<file path="src/rtl/wbsample_if.sv">
// Wishbone bus bundle between the command-bus initiator and the sample responder.
interface wbsample_if;
    logic        wb_stb_i;
    logic        wb_cyc_i;
    logic        wb_we_i;
    logic [15:0] wb_adr_i;
    logic [7:0]  wb_dat_i;
    logic [7:0]  wb_dat_o;
    logic        wb_ack_o;

    modport master (
        output wb_stb_i, wb_cyc_i, wb_we_i, wb_adr_i, wb_dat_i,
        input  wb_dat_o, wb_ack_o
    );

    modport slave (
        input  wb_stb_i, wb_cyc_i, wb_we_i, wb_adr_i, wb_dat_i,
        output wb_dat_o, wb_ack_o
    );
endinterface

</file>
<file path="src/rtl/wbsample.sv">
// Wishbone responder with a small control/status register bank and a sample FIFO
// that the host drains through the DATA register. Every selected cycle gets a
// registered single-cycle ack; side effects commit on the acking edge only.
module wbsample #(
    parameter logic [15:0] BASE_ADR   = 16'h0100,
    parameter int          DEPTH_LOG2 = 4,
    parameter logic [7:0]  ID_VALUE   = 8'h5A
) (
    input  logic       clk,
    input  logic       rst_n,
    wbsample_if.slave  wb,
    input  logic       smp_valid,
    input  logic [7:0] smp_data,
    output logic       irq_o
);
    localparam int CNT_W = DEPTH_LOG2 + 1;
    localparam int DEPTH = 1 << DEPTH_LOG2;
    localparam logic [CNT_W-1:0] FULL_CNT = CNT_W'(DEPTH);

    logic                  ack_q, ack_d;
    logic [7:0]            dat_q, dat_d;
    logic                  irq_q, irq_d;
    logic                  cap_en_q, cap_en_d;
    logic                  irq_en_q, irq_en_d;
    logic [7:0]            scratch_q, scratch_d;
    logic                  ovf_q, ovf_d;
    logic [DEPTH_LOG2-1:0] wr_ptr_q, wr_ptr_d;
    logic [DEPTH_LOG2-1:0] rd_ptr_q, rd_ptr_d;
    logic [CNT_W-1:0]      count_q, count_d;
    logic [7:0]            mem_q [DEPTH];

    logic       sel, access, wr_acc, rd_acc;
    logic [3:0] offset;
    logic       empty, full, push, pop, clear, w1c, ovf_set;
    logic [7:0] rd_val;

    // Decode the bus cycle; an access is a selected cycle not already being acked,
    // so a strobe held through its ack cycle is not executed twice.
    always_comb begin
        sel     = wb.wb_stb_i && wb.wb_cyc_i && (wb.wb_adr_i[15:4] == BASE_ADR[15:4]);
        access  = sel && !ack_q;
        offset  = wb.wb_adr_i[3:0];
        wr_acc  = access && wb.wb_we_i;
        rd_acc  = access && !wb.wb_we_i;
        empty   = (count_q == '0);
        full    = (count_q == FULL_CNT);
        clear   = wr_acc && (offset == 4'd1) && wb.wb_dat_i[2];
        w1c     = wr_acc && (offset == 4'd2) && wb.wb_dat_i[2];
        pop     = rd_acc && (offset == 4'd4) && !empty && !clear;
        push    = smp_valid && cap_en_q && (!full || pop) && !clear;
        ovf_set = smp_valid && cap_en_q && full && !pop && !clear;
    end

    // Read mux for the register bank; unmapped offsets and empty DATA read zero.
    always_comb begin
        rd_val = 8'h00;
        case (offset)
            4'd0:    rd_val = ID_VALUE;
            4'd1:    rd_val = {6'b0, irq_en_q, cap_en_q};
            4'd2:    rd_val = {5'b0, ovf_q, full, empty};
            4'd3:    rd_val = 8'(count_q);
            4'd4:    rd_val = empty ? 8'h00 : mem_q[rd_ptr_q];
            4'd5:    rd_val = scratch_q;
            default: rd_val = 8'h00;
        endcase
    end

    // Next-state for bus response, control registers, sticky overflow and FIFO pointers.
    always_comb begin
        ack_d     = access;
        dat_d     = access ? rd_val : 8'h00;
        irq_d     = irq_en_q && !empty;
        cap_en_d  = cap_en_q;
        irq_en_d  = irq_en_q;
        scratch_d = scratch_q;
        ovf_d     = ovf_q;
        wr_ptr_d  = wr_ptr_q;
        rd_ptr_d  = rd_ptr_q;
        count_d   = count_q;

        if (wr_acc && offset == 4'd1) begin
            cap_en_d = wb.wb_dat_i[0];
            irq_en_d = wb.wb_dat_i[1];
        end
        if (wr_acc && offset == 4'd5) begin
            scratch_d = wb.wb_dat_i;
        end

        if (ovf_set) begin
            ovf_d = 1'b1;
        end else if (w1c) begin
            ovf_d = 1'b0;
        end

        if (push) begin
            wr_ptr_d = wr_ptr_q + 1'b1;
        end
        if (pop) begin
            rd_ptr_d = rd_ptr_q + 1'b1;
        end
        if (push && !pop) begin
            count_d = count_q + 1'b1;
        end else if (pop && !push) begin
            count_d = count_q - 1'b1;
        end

        if (clear) begin
            wr_ptr_d = '0;
            rd_ptr_d = '0;
            count_d  = '0;
        end
    end

    // State register with synchronous active-low reset.
    always_ff @(posedge clk) begin
        if (!rst_n) begin
            ack_q     <= 1'b0;
            dat_q     <= 8'h00;
            irq_q     <= 1'b0;
            cap_en_q  <= 1'b0;
            irq_en_q  <= 1'b0;
            scratch_q <= 8'h00;
            ovf_q     <= 1'b0;
            wr_ptr_q  <= '0;
            rd_ptr_q  <= '0;
            count_q   <= '0;
        end else begin
            ack_q     <= ack_d;
            dat_q     <= dat_d;
            irq_q     <= irq_d;
            cap_en_q  <= cap_en_d;
            irq_en_q  <= irq_en_d;
            scratch_q <= scratch_d;
            ovf_q     <= ovf_d;
            wr_ptr_q  <= wr_ptr_d;
            rd_ptr_q  <= rd_ptr_d;
            count_q   <= count_d;
        end
    end

    // Sample storage; no reset needed since only occupied entries are ever read.
    always_ff @(posedge clk) begin
        if (rst_n && push) begin
            mem_q[wr_ptr_q] <= smp_data;
        end
    end

    assign wb.wb_ack_o = ack_q;
    assign wb.wb_dat_o = dat_q;
    assign irq_o       = irq_q;
endmodule
</file>
<file path="src/flat_wrapper.sv">
// flat-port wrapper written by rule: the top's interface ports become plain ports
module wbsample_flat 
#(
    parameter logic [15:0] BASE_ADR   = 16'h0100,
    parameter int          DEPTH_LOG2 = 4,
    parameter logic [7:0]  ID_VALUE   = 8'h5A
)
  (clk, rst_n, smp_valid, smp_data, irq_o, wb_wb_stb_i, wb_wb_cyc_i, wb_wb_we_i, wb_wb_adr_i, wb_wb_dat_i, wb_wb_dat_o, wb_wb_ack_o);
  wbsample_if wb_i ();
  input  logic clk;
  input  logic rst_n;
  input  logic smp_valid;
  input  logic [7:0] smp_data;
  output logic irq_o;
  input wire logic [$bits(wb_i.wb_stb_i)-1:0] wb_wb_stb_i;
  input wire logic [$bits(wb_i.wb_cyc_i)-1:0] wb_wb_cyc_i;
  input wire logic [$bits(wb_i.wb_we_i)-1:0] wb_wb_we_i;
  input wire logic [$bits(wb_i.wb_adr_i)-1:0] wb_wb_adr_i;
  input wire logic [$bits(wb_i.wb_dat_i)-1:0] wb_wb_dat_i;
  output wire logic [$bits(wb_i.wb_dat_o)-1:0] wb_wb_dat_o;
  output wire logic [$bits(wb_i.wb_ack_o)-1:0] wb_wb_ack_o;
  assign wb_i.wb_stb_i = wb_wb_stb_i;
  assign wb_i.wb_cyc_i = wb_wb_cyc_i;
  assign wb_i.wb_we_i = wb_wb_we_i;
  assign wb_i.wb_adr_i = wb_wb_adr_i;
  assign wb_i.wb_dat_i = wb_wb_dat_i;
  assign wb_wb_dat_o = wb_i.wb_dat_o;
  assign wb_wb_ack_o = wb_i.wb_ack_o;
  wbsample #(.BASE_ADR(BASE_ADR), .DEPTH_LOG2(DEPTH_LOG2), .ID_VALUE(ID_VALUE)) u_core (.clk(clk), .rst_n(rst_n), .wb(wb_i), .smp_valid(smp_valid), .smp_data(smp_data), .irq_o(irq_o));
endmodule
</file>
<file path="config.mk">
export PLATFORM = sky130hd
export DESIGN_NAME = wbsample_flat
export DESIGN_NICKNAME = d
export VERILOG_FILES = /design/src/rtl/wbsample_if.sv /design/src/rtl/wbsample.sv /design/src/flat_wrapper.sv
export SDC_FILE = /design/constraint.sdc
export NUM_CORES = 1
export LEC_CHECK = 0
export CAP_MARGIN = 20
export CORE_MARGIN = 2
export CORE_UTILIZATION = 48
export CTS_BUF_LIST = sky130_fd_sc_hd__clkbuf_8
export DETAILED_ROUTE_END_ITERATION = 10
export PLACE_DENSITY = 0.7
export SLEW_MARGIN = 30
export SYNTH_ARGS = -nofsm -noshare
export SYNTH_HDL_FRONTEND = slang
export SYNTH_SLANG_ARGS = --single-unit
</file>
<file path="constraint.sdc">
create_clock -name clk -period 3.66 [get_ports clk]
set_input_delay 0.732 -clock clk [delete_from_list [all_inputs] [get_ports clk]]
set_output_delay 0.732 -clock clk [all_outputs]
set_load 0.02 [all_outputs]
</file>
==> results of run 1 <==
## cell usage after synthesis (8+ instances only)
library cell and n:
nor2b_1 19, ha_1 9, dfxtp_1 38, clkbuf_1 8, mux4_2 28, nor2_1 22, nor3_1 17, nand2_1 22
edfxtp_1 128, inv_1 13, mux2i_1 27
## area by class of cell
class | count | area (sq um)
clock inverters | 12 | 139
well taps | 180 | 225
inverters | 13 | 48.8
fillers | 1050 | 5580
flip-flops and latches | 166 | 4610
clock buffers | 20 | 275
repair buffers | 105 | 906
multi-input cells | 240 | 2210
## cells by family after synthesis
family,count (synthesis)
AND/OR/NAND/NOR,118
buffers and inverters,34
flip-flops,166
AO/OA/AOI/OAI,46
XOR/XNOR,7
multiplexers,59
adder cells (fa/ha/maj),10
## per-layer routing
metal  vias up  share of wire  wire (um)
li1       1913              -          -
met1      2041           0.42       6260
met2       144           0.50       7530
met3        20          0.062        931
met4         0          0.017        261
met5         -              0          0
## final timing paths
check,to,slack [ns]
setup / recovery,u_core.count_q[4],0.29
hold / removal,u_core.irq_o,0.46
setup reg to reg,u_core.count_q[4],0.36
hold reg to reg,u_core.irq_o,0.46
## state kept, by name, summed over array words and instances (netlist names), 4 cells and up, named ones only
| signal | cells |
|---|---|
| u_core.rd_ptr_q | 4 |
| u_core.scratch_q | 8 |
| u_core.wb.wb_dat_o | 8 |
| u_core.count_q | 5 |
| u_core.wr_ptr_q | 4 |
| u_core.mem_q | 128 |
## per-stage QoR
stage / hold slack (ns) / utilization / total power (uW) / std cells
2_1_floorplan: 0.421 / - / 2090 / 440
3_3_place_gp: 0.442 / 0.572 / 2160 / 704
3_5_place_dp: 0.448 / 0.572 / 2170 / 704
4_1_cts: 0.468 / 0.601 / 3480 / 736
5_1_grt: 0.472 / 0.601 / 3570 / 736
6_report: 0.463 / 0.601 / 3470 / 736
## power by group
| group | internal [uW] | switching, uW | total (uW) | leakage, uW |
|---|---|---|---|---|
| Clock | 719 | 627 | 1350 | 0.000226 |
| Combinational | 51.4 | 50.1 | 101 | 0.00111 |
| Sequential | 2020 | 0.000904 | 2020 | 0.00146 |
## worst reg2reg max path, cell delays in order (launching register included)
cell	delay (ns)
dfxtp_1	0.31
or4_1	0.57
o2111ai_1	0.37
buf_4	0.27
nor3_1	0.08
inv_1	0.06
ha_1	0.17
inv_1	0.10
fa_1	0.45
a21o_1	0.17
a21oi_1	0.17
xnor2_1	0.09
or3_1	0.30
a21oi_1	0.14
==> out/metrics.yaml, run 1 <==
antenna_found_initial: 0
cts_hold_buf: 0
fin_ws_ns: 0.288
grtUsageMet1: 0.256
slew_violations: 0
crit_type: "input pin to flip-flop"
hold_viol: 0
p_per_area_mw_per_mm2: 413
cts.clk_slew.worst_paths_ns: 0.08
ctsRootBufferMaster: "clkbuf_8"
hold_depth: 2
first_iter_violations: 359
layout.cells.most_common: "edfxtp_1"
dpl.hpwl_mm: 10.8
finClkSkew_ns: 0.0146
viasPerCell: 5.60
r2r_cells: 13
synth.area.mux_share: 0.136
grt_max_degree: 23
cpLargestDelayFamily: "simple AND/OR/NAND/NOR gates"
crit_cells: 14
nets: 591
use_met3: 0.0588
overflow: 0
tns_ns: 0
cp.required_ns: 4.05
place_congestion: 0.842
clockBufferDepth: 2
tightestPinTransition_ns: 0.741
final_antenna_net_count: 0
cp-startpoint: "wb_wb_adr_i[9]"
preCtsSetupSlack_ns: -0.198
leakagePower_uw: 0.00279
grt_pass1_wl_mm: 24.0
cts_tree: "yes"
yosysTopAreaCellShare: 0.554
slew-limit-headroom: 0.506
final_cell_area_sq_mm: 0.00841
die-area_sq_mm: 0.0154
peakVddDrop_mv: 0.350
hp-start: "u_core.irq_en_q"
arrival_ns: 3.76
use_met2: 0.350
yosys_warnings: 0
fin_crit_sh: 0.921
core_sq_mm: 0.0140
wirelength_mm: 15.0
vias: 4118
grt_usage: 0.205
synth_top_family_by_area: "multiplexers"
die_h_um: 124
crit-reg2reg-launch: "u_core.count_q[0]"
ys.flop_type: "edfxtp_1"
grt.busiest_layer: "met2"
cp_num_buf_inv: 3
yosysSeqAreaShare: 0.663
wl_per_cell_um: 20.4
synth_fp_nets: 488
drc: 0
syn_inst: 440
clk_latency_ns: 0.46
endpoint_kind: "flip-flop"
synth_area_leaders: "edfxtp_1 (55%), dfxtp_1 (11%), mux4_2 (9.1%)"
grt_pass1_vias: 4332
synth_xor_area_frac: 0.00883
placed_area_sq_mm: 0.00800
holdCritPathClass: "flip-flop to flip-flop"
cts_buffers: 17
cpMaxStageDelayCell: "fa_1"
dr.pass1.iters: 7
antenna_cells: 0
io_pins: 48
cap_violations: 0
outcome: "finished clean"
critPathMaxFanout: 4
synthAdderAreaFrac: 0.0191
fmax_ghz: 0.297
syn_to_final_growth_pct: 21.1
layout_common_cells: "edfxtp_1 (128), buf_4 (58), clkdlybuf4s50_1 (47)"
synth-edff-count: 128
setup_viol: 0
yosys.area.top_type: "edfxtp_1"
path_cells: "clkdlybuf4s50_1 -> nor4b_4 -> nand4_4 -> o311ai_4 -> nand2_4 -> inv_1 -> ha_1 -> inv_1 -> fa_1 -> a21o_1 -> a21oi_1 -> xnor2_1 -> or3_1 -> a21oi_1"
period_needed_ns: 3.37
rsz0062_at_grt: "false"
ys_types: 58
postCtsSetupBuffers: 0
cts_resized: 0
ys_async_sr_fraction: 0
avgSynthCellArea_sq_um: 15.8
drive_gt1_frac: 0.236
fp.dieW_um: 124
syn_area_sq_mm: 0.00694
synth-simple-area-share: 0.100
io_buffers: 47
cts.sinks: 166
synth_compound_area_frac: 0.0503
start_util: 0.496
cp-start-kind: "input pin"
ys_ff_latch: 166
htree_levels: 4
cp_slowest_stage_delay_ns: 0.45
rows: 43
(Power assumes the default switching activity.)
==> inputs of run 2 (changes only) <==
- CORE_ASPECT_RATIO: default -> 1.5
==> run 2 against run 1 <==
  * Core utilization fell by 0.34 points
  * Register-to-register slack got worse by 0.05 ns
  * Routed wire length rose by 3.0%
  * Clock-buffer cell count fell by 3
  * Sequential share of layout area barely moved
  * Sequential cell count did not move
  * Setup slack got worse by 0.013 ns
  * Maximum frequency fell by 0.38%
  * Critical path type unchanged
  * Largest cell class unchanged
==> out/metrics.yaml, run 2 (synthesized netlist as in run 1, its figures left out) <==
dp.cells: 715  # +1.6%
ctsRootBufferMaster: "clkbuf_8"
cts.clk_slew.worst_paths_ns: 0.10  # +0.02 ns
grt_max_degree: 24  # +4.3%
postCtsSetupBuffers: 0  # unchanged
drc: 0  # unchanged
fmax_ghz: 0.295  # -0.38%
dr.pass1.iters: 4  # -3
arrival_ns: 3.77  # about the same
dr_wl_met2_mm: 8.59  # +14%
slew_violations: 0  # unchanged
cts.sinks: 166  # unchanged
drt-met1-wl_mm: 5.56  # -11%
io_buffers: 47  # unchanged
wirelength_mm: 15.4  # +3.0%
slew-limit-headroom: 0.385  # -0.121
layout_common_cells: "edfxtp_1 (128), buf_4 (57), clkdlybuf4s50_1 (47)"
wl_per_cell_um: 20.7  # +1.5%
cp_num_buf_inv: 3  # unchanged
vias: 4117  # -0.024%
whs_ns: 0.499  # +0.0357 ns
fin_crit_sh: 0.925  # +0.00350
final_antenna_net_count: 0  # unchanged
path_cells: "clkdlybuf4s50_1 -> nor4b_4 -> nand4_4 -> o311ai_4 -> nand2_4 -> inv_1 -> ha_1 -> inv_1 -> fa_1 -> a21o_1 -> a21oi_1 -> xnor2_1 -> or3_1 -> a21oi_1"
finalNonFillerCells: 747  # +1.5%
syn_to_final_growth_pct: 21.0  # about the same
fp.dieW_um: 102  # -18%
cts_buffers: 17  # unchanged
peakVddDrop_mv: 0.266  # -24%
largest_reg_flops: 128  # unchanged
period_needed_ns: 3.38  # +0.0128 ns
clk_latency_ns: 0.46  # about the same
hold_viol: 0  # unchanged
rsz0062_at_grt: "false"
final_util: 0.598  # -0.00344
die_h_um: 151  # +22%
tightestPinTransition_ns: 0.921  # +0.180 ns
io_pins: 48  # unchanged
crit_type: "input pin to flip-flop"
tns_ns: 0  # unchanged
layout.cells.most_common: "edfxtp_1"
grt_pass1_vias: 4271  # -1.4%
antenna_found_initial: 0  # unchanged
fillers: 1069  # +1.8%
cpLargestDelayFamily: "simple AND/OR/NAND/NOR gates"
cp_slowest_stage_delay_ns: 0.45  # about the same
placed_area_sq_mm: 0.00800  # about the same
critPathMaxFanout: 4  # unchanged
viasPerCell: 5.51  # -1.5%
antenna_cells: 0  # unchanged
grt_usage: 0.212  # +0.00610
die-area_sq_mm: 0.0155  # +0.12%
place_congestion: 0.900  # +6.9%
cp.required_ns: 4.05  # about the same
grt_pass1_wl_mm: 23.3  # -2.7%
cts_hold_buf: 0  # unchanged
finClkSkew_ns: 0.0162  # +0.00163 ns
drive_gt1_frac: 0.241  # +0.00583
first_iter_violations: 281  # -22%
highest_layer: "met4"
outcome: "finished clean"
holdCritPathClass: "flip-flop to flip-flop"
start_util: 0.494  # -0.00247
routed-wl-met3_um: 771  # -17%
cap_violations: 0  # unchanged
final_cell_area_sq_mm: 0.00840  # about the same
endpoint_kind: "flip-flop"
top_register: "u_core.mem_q"
setup_viol: 0  # unchanged
clockBufferDepth: 2  # unchanged
rows: 53  # +23%
cpMaxStageDelayCell: "clkdlybuf4s50_1"
leakagePower_uw: 0.00277  # -0.72%
cp-start-kind: "input pin"
nets: 590  # -0.17%
cts_resized: 0  # unchanged
htree_levels: 4  # unchanged
overflow: 0  # unchanged
p_per_area_mw_per_mm2: 406  # -1.6%
cts_tree: "yes"
core_sq_mm: 0.0141  # +0.50%
dpl.hpwl_mm: 11.0  # +2.6%
==> run 2: layout make-up <==
| type | instances | area (sq um) | share of cell area |
|---|---|---|---|
| clock buffers | 17 | 234 | 0.0278 |
| multi-input cells | 240 | 2210 | 0.263 |
| well taps | 192 | 240 | 0.0286 |
| repair buffers | 104 | 898 | 0.107 |
| inverters | 13 | 48.8 | 0.00581 |
| flip-flops and latches | 166 | 4610 | 0.548 |
| clock inverters | 15 | 166 | 0.0198 |
==> run 2: worst register-to-register path, delay by kind of cell (launching register included) <==
family	cells	cell delay, ns
AO/OA/AOI/OAI	4	0.84
XOR/XNOR	1	0.09
adder cells (fa/ha/maj)	2	0.61
buffers and inverters	3	0.43
flip-flops	1	0.32
AND/OR/NAND/NOR	3	1.00
==> run 2: final timing paths <==
path / start / end / slack (ns) / cells after the start
worst min register to register: u_core.scratch_q[5] / u_core.wb.wb_dat_o[5] / 0.50 / 2
worst max-delay path: wb_wb_adr_i[9] / u_core.count_q[4] / 0.28 / 14
worst max register to register: u_core.count_q[0] / u_core.count_q[4] / 0.31 / 13
worst min-delay path: u_core.scratch_q[5] / u_core.wb.wb_dat_o[5] / 0.50 / 2
==> run 2: layer usage <==
layer | track usage | vias to the layer above
met2 | 0.398 | 131
met4 | 0.0967 | 0
met1 | 0.226 | 2033
li1 | - | 1921
met5 | 0 | -
met3 | 0.0360 | 32
==> run 2: power by group <==
part	internal, uW	switching [uW]	leakage [uW]
clock network	571	718	0.000210
logic	51.4	50.4	0.00110
registers	2020	0.000823	0.00146
==> run 2: per-stage QoR <==
step                      total power, uW  setup slack [ns]
final                                3410             0.275
after global routing                 3520            0.0583
after CTS                            3440             0.261
after detailed placement             2170            -0.214
after global placement               2160            -0.104
after floorplan                      2090            0.0436
